===== config.mk =====
export PLATFORM = sky130hd
export DESIGN_NAME = pc_sequencer
export DESIGN_NICKNAME = d
export VERILOG_FILES = /design/src/rtl/pc_sequencer.sv
export SDC_FILE = /design/constraint.sdc
export NUM_CORES = 1
export LEC_CHECK = 0
export BUFFER_PORTS_ARGS = -buffer_cell sky130_fd_sc_hd__buf_2
export CAP_MARGIN = 0
export CORE_ASPECT_RATIO = 0.7
export CORE_MARGIN = 5
export CORE_UTILIZATION = 34
export CTS_CLUSTER_SIZE = 25
export DETAILED_ROUTE_END_ITERATION = 8
export PLACE_DENSITY_LB_ADDON = 0.05
export SKIP_CTS_REPAIR_TIMING = 1
export SYNTH_ARGS = -nofsm -noshare
export SYNTH_HDL_FRONTEND = slang
export SYNTH_SLANG_ARGS = --single-unit

===== constraint.sdc =====
create_clock -name clk -period 9.5 [get_ports clk]
set_clock_uncertainty 0.1 [all_clocks]
set_input_delay 1.9 -clock clk [delete_from_list [all_inputs] [get_ports clk]]
set_output_delay 1.9 -clock clk [all_outputs]
set_load 0.03 [all_outputs]

===== src/rtl/pc_sequencer.sv =====
// Fetch-stage program counter with stall hold, a one-entry redirect buffer
// and a misalignment flag. Priority: jump > branch > buffered redirect > increment.
module pc_sequencer #(
  parameter int unsigned       WIDTH    = 32,
  parameter int unsigned       OFF_W    = 16,
  parameter int unsigned       SHIFT    = 2,
  parameter int unsigned       INC      = 4,
  parameter logic [WIDTH-1:0]  RESET_PC = '0,
  parameter int unsigned       JIDX_W   = 26
) (
  input  logic              clk,
  input  logic              reset,
  input  logic              stall,
  input  logic              branch_taken,
  input  logic [WIDTH-1:0]  branch_base,
  input  logic [OFF_W-1:0]  branch_offset,
  input  logic              jump,
  input  logic [JIDX_W-1:0] jump_index,
  output logic [WIDTH-1:0]  pc,
  output logic [WIDTH-1:0]  pc_plus,
  output logic [WIDTH-1:0]  branch_target,
  output logic              fetch_valid,
  output logic              redirect_pending,
  output logic              misaligned
);

  // Masks replace bit-slicing so SHIFT=0 needs no zero-width concatenation.
  localparam logic [WIDTH-1:0] LOW_MASK  = ~({WIDTH{1'b1}} << SHIFT);
  localparam logic [WIDTH-1:0] HIGH_MASK = {WIDTH{1'b1}} << (JIDX_W + SHIFT);

  logic [WIDTH-1:0] offsetExt;
  logic [WIDTH-1:0] jumpTarget;
  logic [WIDTH-1:0] reqTarget;
  logic             req;
  logic [WIDTH-1:0] pendTarget;

  logic [WIDTH-1:0] nextPc;
  logic [WIDTH-1:0] nextPendTarget;
  logic             nextPending;
  logic             nextMisaligned;

  assign pc_plus       = pc + WIDTH'(INC);
  assign offsetExt     = {{(WIDTH-OFF_W){branch_offset[OFF_W-1]}}, branch_offset};
  assign branch_target = branch_base + (offsetExt << SHIFT);
  assign jumpTarget    = (pc_plus & HIGH_MASK) | ((WIDTH'(jump_index) << SHIFT) & ~HIGH_MASK);
  assign req           = jump | branch_taken;
  assign reqTarget     = jump ? jumpTarget : branch_target;

  always_comb begin
    nextPc         = pc;
    nextPendTarget = pendTarget;
    nextPending    = redirect_pending;
    nextMisaligned = misaligned;
    if (!stall) begin
      if (req) begin
        nextPc         = reqTarget;
        nextPending    = 1'b0;
        nextPendTarget = '0;
        nextMisaligned = |(reqTarget & LOW_MASK);
      end else if (redirect_pending) begin
        nextPc         = pendTarget;
        nextPending    = 1'b0;
        nextPendTarget = '0;
        nextMisaligned = |(pendTarget & LOW_MASK);
      end else begin
        nextPc         = pc_plus;
        nextMisaligned = 1'b0;
      end
    end else if (req) begin
      // Youngest stalled request overwrites any older buffered one.
      nextPendTarget = reqTarget;
      nextPending    = 1'b1;
    end
  end

  always_ff @(posedge clk or posedge reset) begin
    if (reset) begin
      pc               <= RESET_PC;
      pendTarget       <= '0;
      redirect_pending <= 1'b0;
      misaligned       <= 1'b0;
      fetch_valid      <= 1'b0;
    end else begin
      pc               <= nextPc;
      pendTarget       <= nextPendTarget;
      redirect_pending <= nextPending;
      misaligned       <= nextMisaligned;
      fetch_valid      <= 1'b1;
    end
  end

endmodule


# [After elaboration in Yosys (flattened, before gate mapping)]
# Cells that the tools add are included.
# Widths: inputs -> output; s select.
[totals] reg_bits=67 inputBits=79 out_inout_bits=99 elab_cells=25
[op_classes] addsub=2 eq_ne=1 mux=11 bitwise=2 n_reduce_logical=4
[ops] op="$mux 32" count=7
[ops] op="$add 32x3->32 const B" count=1
[ops] op="$add 32x32->32" count=1
[ops] op="$or 32x28->32" count=1
[ops] op="$mux 1" count=4
[ops] op="$reduce_or 2->1" count=2
[ops] op="$ne 2x1->1 const B" count=1
[ops] op="$reduce_and 2->1" count=1
[ops] op="$reduce_bool 2->1" count=1
[ops] op="$or 1x1->1" count=1

# [Logic depth before layout (Yosys ltp)]
# Gate-level depths: netlist (run 1).
[logic_depth] word_depth=5 ltp_mapped=12 ltp_nobuf=12

# [Least setup slack after synthesis (run 1)]
# No wires, ideal clock.
[synth_path] path_kind="in2out" startpoint="in branch_base[2]" endpoint="out branch_target[28]" t_arrival_ns=4.413 required_ns=7.500 slack_ns=3.087 cell_stages=11 path_buffers=0 cell_sequence="ha_1 > inv_1 > fa_1 > and2b_1 > o21ai_1 > a21oi_2 > o211ai_2 > o31ai_4 > a31oi_1 > o31ai_1 > xor2_1"
[synth_between] elab_chain_cells=1
[synth_lines] item="start: declaration" line="15" source="input logic [WIDTH-1:0] branch_base,"
[synth_lines] item="$add 32x32->32" line="44" source="assign branch_target = branch_base + (offsetExt << SHIFT);"
[synth_lines] item="end: declaration" line="21" source="output logic [WIDTH-1:0] branch_target,"
# Every way passes these cells.

# [Final worst setup path (run 1)]
# Ends and elaborated chain as after synthesis.

==> results of run 1 <==
## through the flow
stage / instance area (um2) / util, % / total power [mW] / instances
after floorplan: 5440 / - / 0.720 / 644
after global placement: 6470 / 41.5 / 0.883 / 989
after detailed placement: 6470 / 41.5 / 0.887 / 989
after CTS: 6740 / 43.2 / 1.20 / 1004
after global routing: 6740 / 43.2 / 1.25 / 1004
final: 6740 / 43.2 / 1.19 / 1004
## area by class of cell
| cell class | instances | area [um2] |
|---|---|---|
| clock buffer | 10 | 239 |
| sequential | 67 | 1680 |
| inverter | 32 | 120 |
| timing repair buffer | 182 | 923 |
| tap | 200 | 250 |
| multi-input combinational | 508 | 3500 |
| fill | 1619 | 8850 |
| clock inverter | 5 | 30.0 |
## sequential cells by signal, summed over array words and instances (netlist names)
name and count:
misaligned 1, fetch_valid 1, pc 32, pendTarget 32, redirect_pending 1
## power by group
group | leakage [nW] | total (mW) | internal [mW] | switching (mW)
registers | 0.830 | 0.360 | 0.319 | 0.0407
logic | 2.25 | 0.522 | 0.169 | 0.354
clock network | 0.130 | 0.307 | 0.181 | 0.127
total | 3.21 | 1.19 | 0.668 | 0.521
## how the worst min path moves through the flow
| stage | startpoint | end | slack [ns] | cells after the start |
|---|---|---|---|---|
| floorplan | pendTarget[13] | pendTarget[13] | 0.34 | 2 |
| global placement | pendTarget[13] | pendTarget[13] | 0.36 | 2 |
| detailed placement | pendTarget[13] | pendTarget[13] | 0.37 | 2 |
| CTS | pendTarget[13] | pendTarget[13] | 0.38 | 2 |
| global route | pendTarget[21] | pendTarget[21] | 0.42 | 1 |
| finish | pendTarget[13] | pendTarget[13] | 0.38 | 2 |
## cells in the final DEF (no fill, tap or decap), types with 4 or more instances in the layout
cell type / netlist / final
buf_2: 0 / 177
nand2_1: 59 / 59
o21ai_0: 40 / 40
buf_4: 4 / 5
clkbuf_16: 0 / 9
nor3_1: 12 / 12
a222oi_1: 6 / 6
a21o_1: 19 / 19
inv_1: 31 / 30
a2bb2oi_1: 4 / 4
dfrtp_1: 67 / 67
o211ai_1: 5 / 5
a22oi_1: 11 / 11
xnor2_1: 43 / 43
nor2_1: 56 / 55
o22a_1: 6 / 6
ha_1: 30 / 30
nand3_1: 18 / 18
nand4_1: 8 / 8
a21oi_1: 50 / 49
xor2_1: 12 / 12
mux2i_1: 15 / 15
a31oi_1: 6 / 6
nand2b_1: 14 / 14
a22o_1: 24 / 24
## routing by layer
layer | track usage (%) | vias up
li1 | - | 2655
met1 | 28.7 | 2672
met2 | 33.4 | 218
met3 | 4.30 | 17
met4 | 4.49 | 0
met5 | 0 | -
## cell usage after synthesis, drive strengths merged (4+ instances only)
cell type and n:
a21o 19, a21oi 51, a222oi 6, a22o 24
a22oi 11, a2bb2oi 4, a31oi 6, buf 7
clkbuf 30, dfrtp 67, ha 30, inv 31
mux2i 15, nand2 59, nand2b 14, nand3 18
nand4 10, nor2 57, nor3 12, o211ai 6
o21ai 41, o22a 6, o31a 4, o31ai 4
xnor2 43, xor2 13
## critical path, delay by kind of cell
family	cells	cell delay [ns]
simple gates	1	0.21
xor+xnor	1	0.32
buf+inv	3	0.39
compound gates	6	1.37
fa+ha+maj	2	0.56
## cell families (layout without fill, tap and decap cells)
logic type	after synthesis	count (layout)	synth area share, %
AO/OA/AOI/OAI	212	212	27.6
multiplexers	18	18	3.38
AND/OR/NAND/NOR	190	190	16.7
other	1	1	0.0689
flip-flops	67	67	30.8
adder cells (fa/ha/maj)	31	31	7.27
buffers and inverters	69	229	5.04
XOR/XNOR	56	56	9.16
==> impl_metrics.env, run 1 <==
export IMPL_status="finished clean"
export IMPL_wl_met3_um=1420
export IMPL_netlist_instances=644
export IMPL_core_um2=15600
export IMPL_die_x_um=161
export IMPL_final_hold_viol_count=0
export IMPL_synth_top_area_cell="dfrtp_1"
export IMPL_synth_edf_count=0
export IMPL_path_class="in2out"
export IMPL_yosysWarnings=0
export IMPL_syn_avg_cell_area_um2=8.45
export IMPL_m1WireLength_um=9080
export IMPL_crit_required_ns=7.50
export IMPL_root_buffer="clkbuf_16"
export IMPL_cp_startpoint="branch_base[2]"
export IMPL_dpl_hpwl_um=14900
export IMPL_r2r_end="pc[19]"
export IMPL_route_antenna_remaining_nets=0
export IMPL_top_layer_used="met4"
export IMPL_reg2reg_slack_ns=6.52
export IMPL_cts_buffers=9
export IMPL_yosysUniqueCellTypes=73
export IMPL_netlist_area_um2=5440
export IMPL_cts_tree="yes"
export IMPL_start_util_pct=34.9
export IMPL_drv_cap=0
export IMPL_holdWs_ns=0.375
export IMPL_drive_gt1_share_pct=27.4
export IMPL_worstPathMaxFanout=5
export IMPL_clk_pin_slew_ns=0.05
export IMPL_slowest_delay_ns=0.42
export IMPL_area_growth_syn_to_layout_pct=23.9
export IMPL_synthTopCellsByArea="dfrtp_1 31%, xnor2_1 6.9%, ha_1 6.9%"
export IMPL_antenna_found_initial=0
export IMPL_drc=0
export IMPL_synth_seq_area_share_pct=30.8
export IMPL_dr_pass1_iters=5
export IMPL_drt_initial_drc_count=412
export IMPL_wl_per_cell_um=19.5
export IMPL_end_kind="output pin"
export IMPL_async_reset_ff_share_pct=100
export IMPL_ys_flop_type="dfrtp_1"
export IMPL_rows=38
export IMPL_cpMostUsedCell="buf_2"
export IMPL_routed_wl_um=19600
export IMPL_synth_seq_cells=67
export IMPL_synth_top_area_share_pct=30.8
export IMPL_fin_crit_sh_pct=71.3
export IMPL_dp_slack_ns=2.77
export IMPL_fin_crit_ns=6.77
export IMPL_ir_worst_vdd_uv=71.4
export IMPL_finalMaxSlewViolations=0
export IMPL_path_cells="buf_2 -> ha_1 -> inv_1 -> fa_1 -> and2b_1 -> o21ai_1 -> a21oi_2 -> o211ai_2 -> o31ai_4 -> a31oi_1 -> o31ai_1 -> xor2_1 -> buf_2"
export IMPL_clock_sinks=67
export IMPL_leakagePower_nw=3.21
export IMPL_nets=910
export IMPL_setup_slack_ns=2.73
export IMPL_worst_setup_path_start_kind="input pin"
export IMPL_arrival_ns=4.77
export IMPL_port_buffers=177
export IMPL_p_per_area_nw_per_um2=176
export IMPL_clk_path_buf_depth=2
export IMPL_die_area_um2=18700
export IMPL_clk_latency_ns=0.33
export IMPL_max_slew_margin_pct=30.2
export IMPL_gp_congestion=0.832
export IMPL_cp_endpoint="branch_target[28]"
export IMPL_met2RoutedLength_um=8910
export IMPL_rr_startpoint="pc[2]"
export IMPL_first_global_vias=5480
export IMPL_rsz0062_at_grt="no"
export IMPL_tightest_slew_ns=1.04
export IMPL_vias=5562
export IMPL_gr_usage_all_layers_pct=20.6
export IMPL_cp_slowest_cell="o31ai_4"
export IMPL_synth_net_count=754
export IMPL_diodes=0
export IMPL_grt_max_degree=68
export IMPL_fin_tns_setup_ns=0
export IMPL_setup_viol=0
export IMPL_hold_path_class="reg2reg"
export IMPL_reg2regPathDepth=9
export IMPL_gr_total_overflow=0
export IMPL_dieHeight_um=116
export IMPL_grt_pass1_wl_um=30300
export IMPL_ctsHtreeMaxLevel=3
export IMPL_ios=178
export IMPL_max_freq_mhz=148
export IMPL_drt_vias_per_instance=5.54
Power figures use the tool's default switching activity.
==> inputs of run 2 (changes only) <==
- clock period: 9.5 -> 6.3 ns (I/O delays scaled with it)
==> run 2 against run 1 <==
Compared with the run above: largest cell class unchanged; flip-flop and latch count unchanged; hold slack worse by 0.0029 ns; combinational power up 51%; count of clock-buffer cells in the layout up 3.
==> impl_metrics.env, run 2 (synthesis results as in run 1) <==
export IMPL_hold_path_class="reg2reg"
export IMPL_grt_max_degree=68
export IMPL_cp_slowest_cell="o31ai_4"
export IMPL_clock_sinks=67
export IMPL_drt_initial_drc_count=365
export IMPL_crit_family="compound AO/OA/AOI/OAI gates"
export IMPL_rows=38
export IMPL_nets=910
export IMPL_route_antenna_remaining_nets=0
export IMPL_fin_crit_ns=5.48
export IMPL_cts_buffers=9
export IMPL_rsz0062_at_grt="no"
export IMPL_fin_crit_sh_pct=87.0
export IMPL_ctsHtreeMaxLevel=3
export IMPL_final_hold_viol_count=0
export IMPL_ios=178
export IMPL_ir_worst_vdd_uv=124
export IMPL_vias=5530
export IMPL_tightest_slew_ns=0.993
export IMPL_grt_pass1_wl_um=30300
export IMPL_drt_vias_per_instance=5.51
export IMPL_gp_congestion=0.832
export IMPL_layout_common_cells="177 x buf_2, 67 x dfrtp_1, 59 x nand2_1, 55 x nor2_1, 49 x a21oi_1"
export IMPL_first_global_vias=5454
export IMPL_crit_required_ns=4.94
export IMPL_die_area_um2=18700
export IMPL_core_um2=15600
export IMPL_p_per_area_nw_per_um2=267
export IMPL_cpMostUsedCell="buf_2"
export IMPL_start_util_pct=34.9
export IMPL_utilization_pct=43.3
export IMPL_leakagePower_nw=3.22
export IMPL_max_freq_mhz=183
export IMPL_finalPower_mw=1.81
export IMPL_dr_pass1_iters=5
export IMPL_antenna_found_initial=0
export IMPL_arrival_ns=4.12
export IMPL_worst_setup_path_start_kind="input pin"
export IMPL_slowest_delay_ns=0.42
export IMPL_clk_latency_ns=0.33
export IMPL_cts_tree="yes"
export IMPL_diodes=0
export IMPL_top_regs="pc x32, pendTarget x32"
export IMPL_area_growth_syn_to_layout_pct=24.2
export IMPL_worstPathMaxFanout=5
export IMPL_drive_gt1_share_pct=27.2
export IMPL_end_kind="output pin"
export IMPL_clk_path_buf_depth=2
export IMPL_path_class="in2out"
export IMPL_final_common_cell="buf_2"
export IMPL_max_slew_margin_pct=33.6
export IMPL_gr_total_overflow=0
export IMPL_die_x_um=161
export IMPL_wl_per_cell_um=19.5
export IMPL_fill_cells=1594
export IMPL_critPathBufInv=3
export IMPL_fin_tns_setup_ns=0
export IMPL_port_buffers=177
export IMPL_drc=0
export IMPL_setup_viol=0
export IMPL_clk_pin_slew_ns=0.05
export IMPL_status="finished clean"
export IMPL_finalMaxSlewViolations=0
export IMPL_drv_cap=0
export IMPL_routed_wl_um=19600
export IMPL_path_cells="buf_2 -> ha_1 -> inv_1 -> fa_1 -> and2b_1 -> o21ai_1 -> a21oi_2 -> o211ai_2 -> o31ai_4 -> a31oi_1 -> o31ai_1 -> xor2_1 -> buf_2"
export IMPL_dpl_hpwl_um=15000
export IMPL_root_buffer="clkbuf_16"
export IMPL_gr_usage_all_layers_pct=20.6
export IMPL_dieHeight_um=116
[run 2: cell types whose count changed in the layout (fill, tap and decap cells not counted), sizes merged]
cell / before / now
clkinv: 4 / 3
clkbuf: 10 / 13
clkinvlp: 2 / 0
[run 2: worst register-to-register path, stage by stage, from the launching register on]
cell       delay [ns]
dfrtp_1          0.49
nand2_1          0.20
nor4_1           0.71
nand3_1          0.24
or2_2            0.36
xnor2_1          0.29
a22oi_1          0.11
nor2_1           0.12
a21oi_1          0.06
a2bb2oi_1        0.16
[run 2: area by class of cell]
| class | count | area, um2 | area share (%) |
|---|---|---|---|
| clock buffer | 13 | 270 | 4.00 |
| multi-input combinational | 508 | 3500 | 51.9 |
| inverter | 32 | 120 | 1.78 |
| tap | 200 | 250 | 3.71 |
| clock inverter | 2 | 10.0 | 0.148 |
| sequential | 67 | 1680 | 24.8 |
| timing repair buffer | 182 | 923 | 13.7 |
[run 2: metal layers]
metal | vias up | part of all wire, % | wire length, um | GRT usage, %
met2 | 215 | 45 | 8870 | 32.8
met3 | 16 | 6.8 | 1330 | 4.34
met1 | 2646 | 46 | 9110 | 28.7
met5 | - | 0 | 0 | 0
met4 | 0 | 1.6 | 305 | 5.40
li1 | 2653 | - | - | -
[run 2: path summary, 6_finish.rpt]
kind | from | cells past startpoint | slack, ns | end
worst min register to register | pendTarget[13] | 2 | 0.37 | pendTarget[13]
worst min-delay path | pendTarget[13] | 2 | 0.37 | pendTarget[13]
worst max-delay path | branch_base[2] | 13 | 0.82 | branch_target[28]
max in group asynchronous | reset | 3 | 4.39 | pc[22]
worst max register to register | pc[2] | 9 | 3.39 | pc[19]
min in group asynchronous | reset | 3 | 1.09 | pendTarget[23]
[run 2: per-stage QoR]
stage	cell area, um2	hold WS (ns)	setup slack (ns)	std cells
finish	6750	0.372	0.822	1004
global placement	6470	0.358	0.901	989
CTS	6750	0.377	0.836	1004
global route	6750	0.413	0.640	1004
detailed placement	6470	0.365	0.847	989
floorplan	5440	0.341	1.17	644
[run 2: report_power, final]
group | switching [mW] | total, mW | internal, mW
Combinational | 0.533 | 0.787 | 0.254
Clock | 0.182 | 0.477 | 0.295
Sequential | 0.0609 | 0.542 | 0.481
Total | 0.776 | 1.81 | 1.03
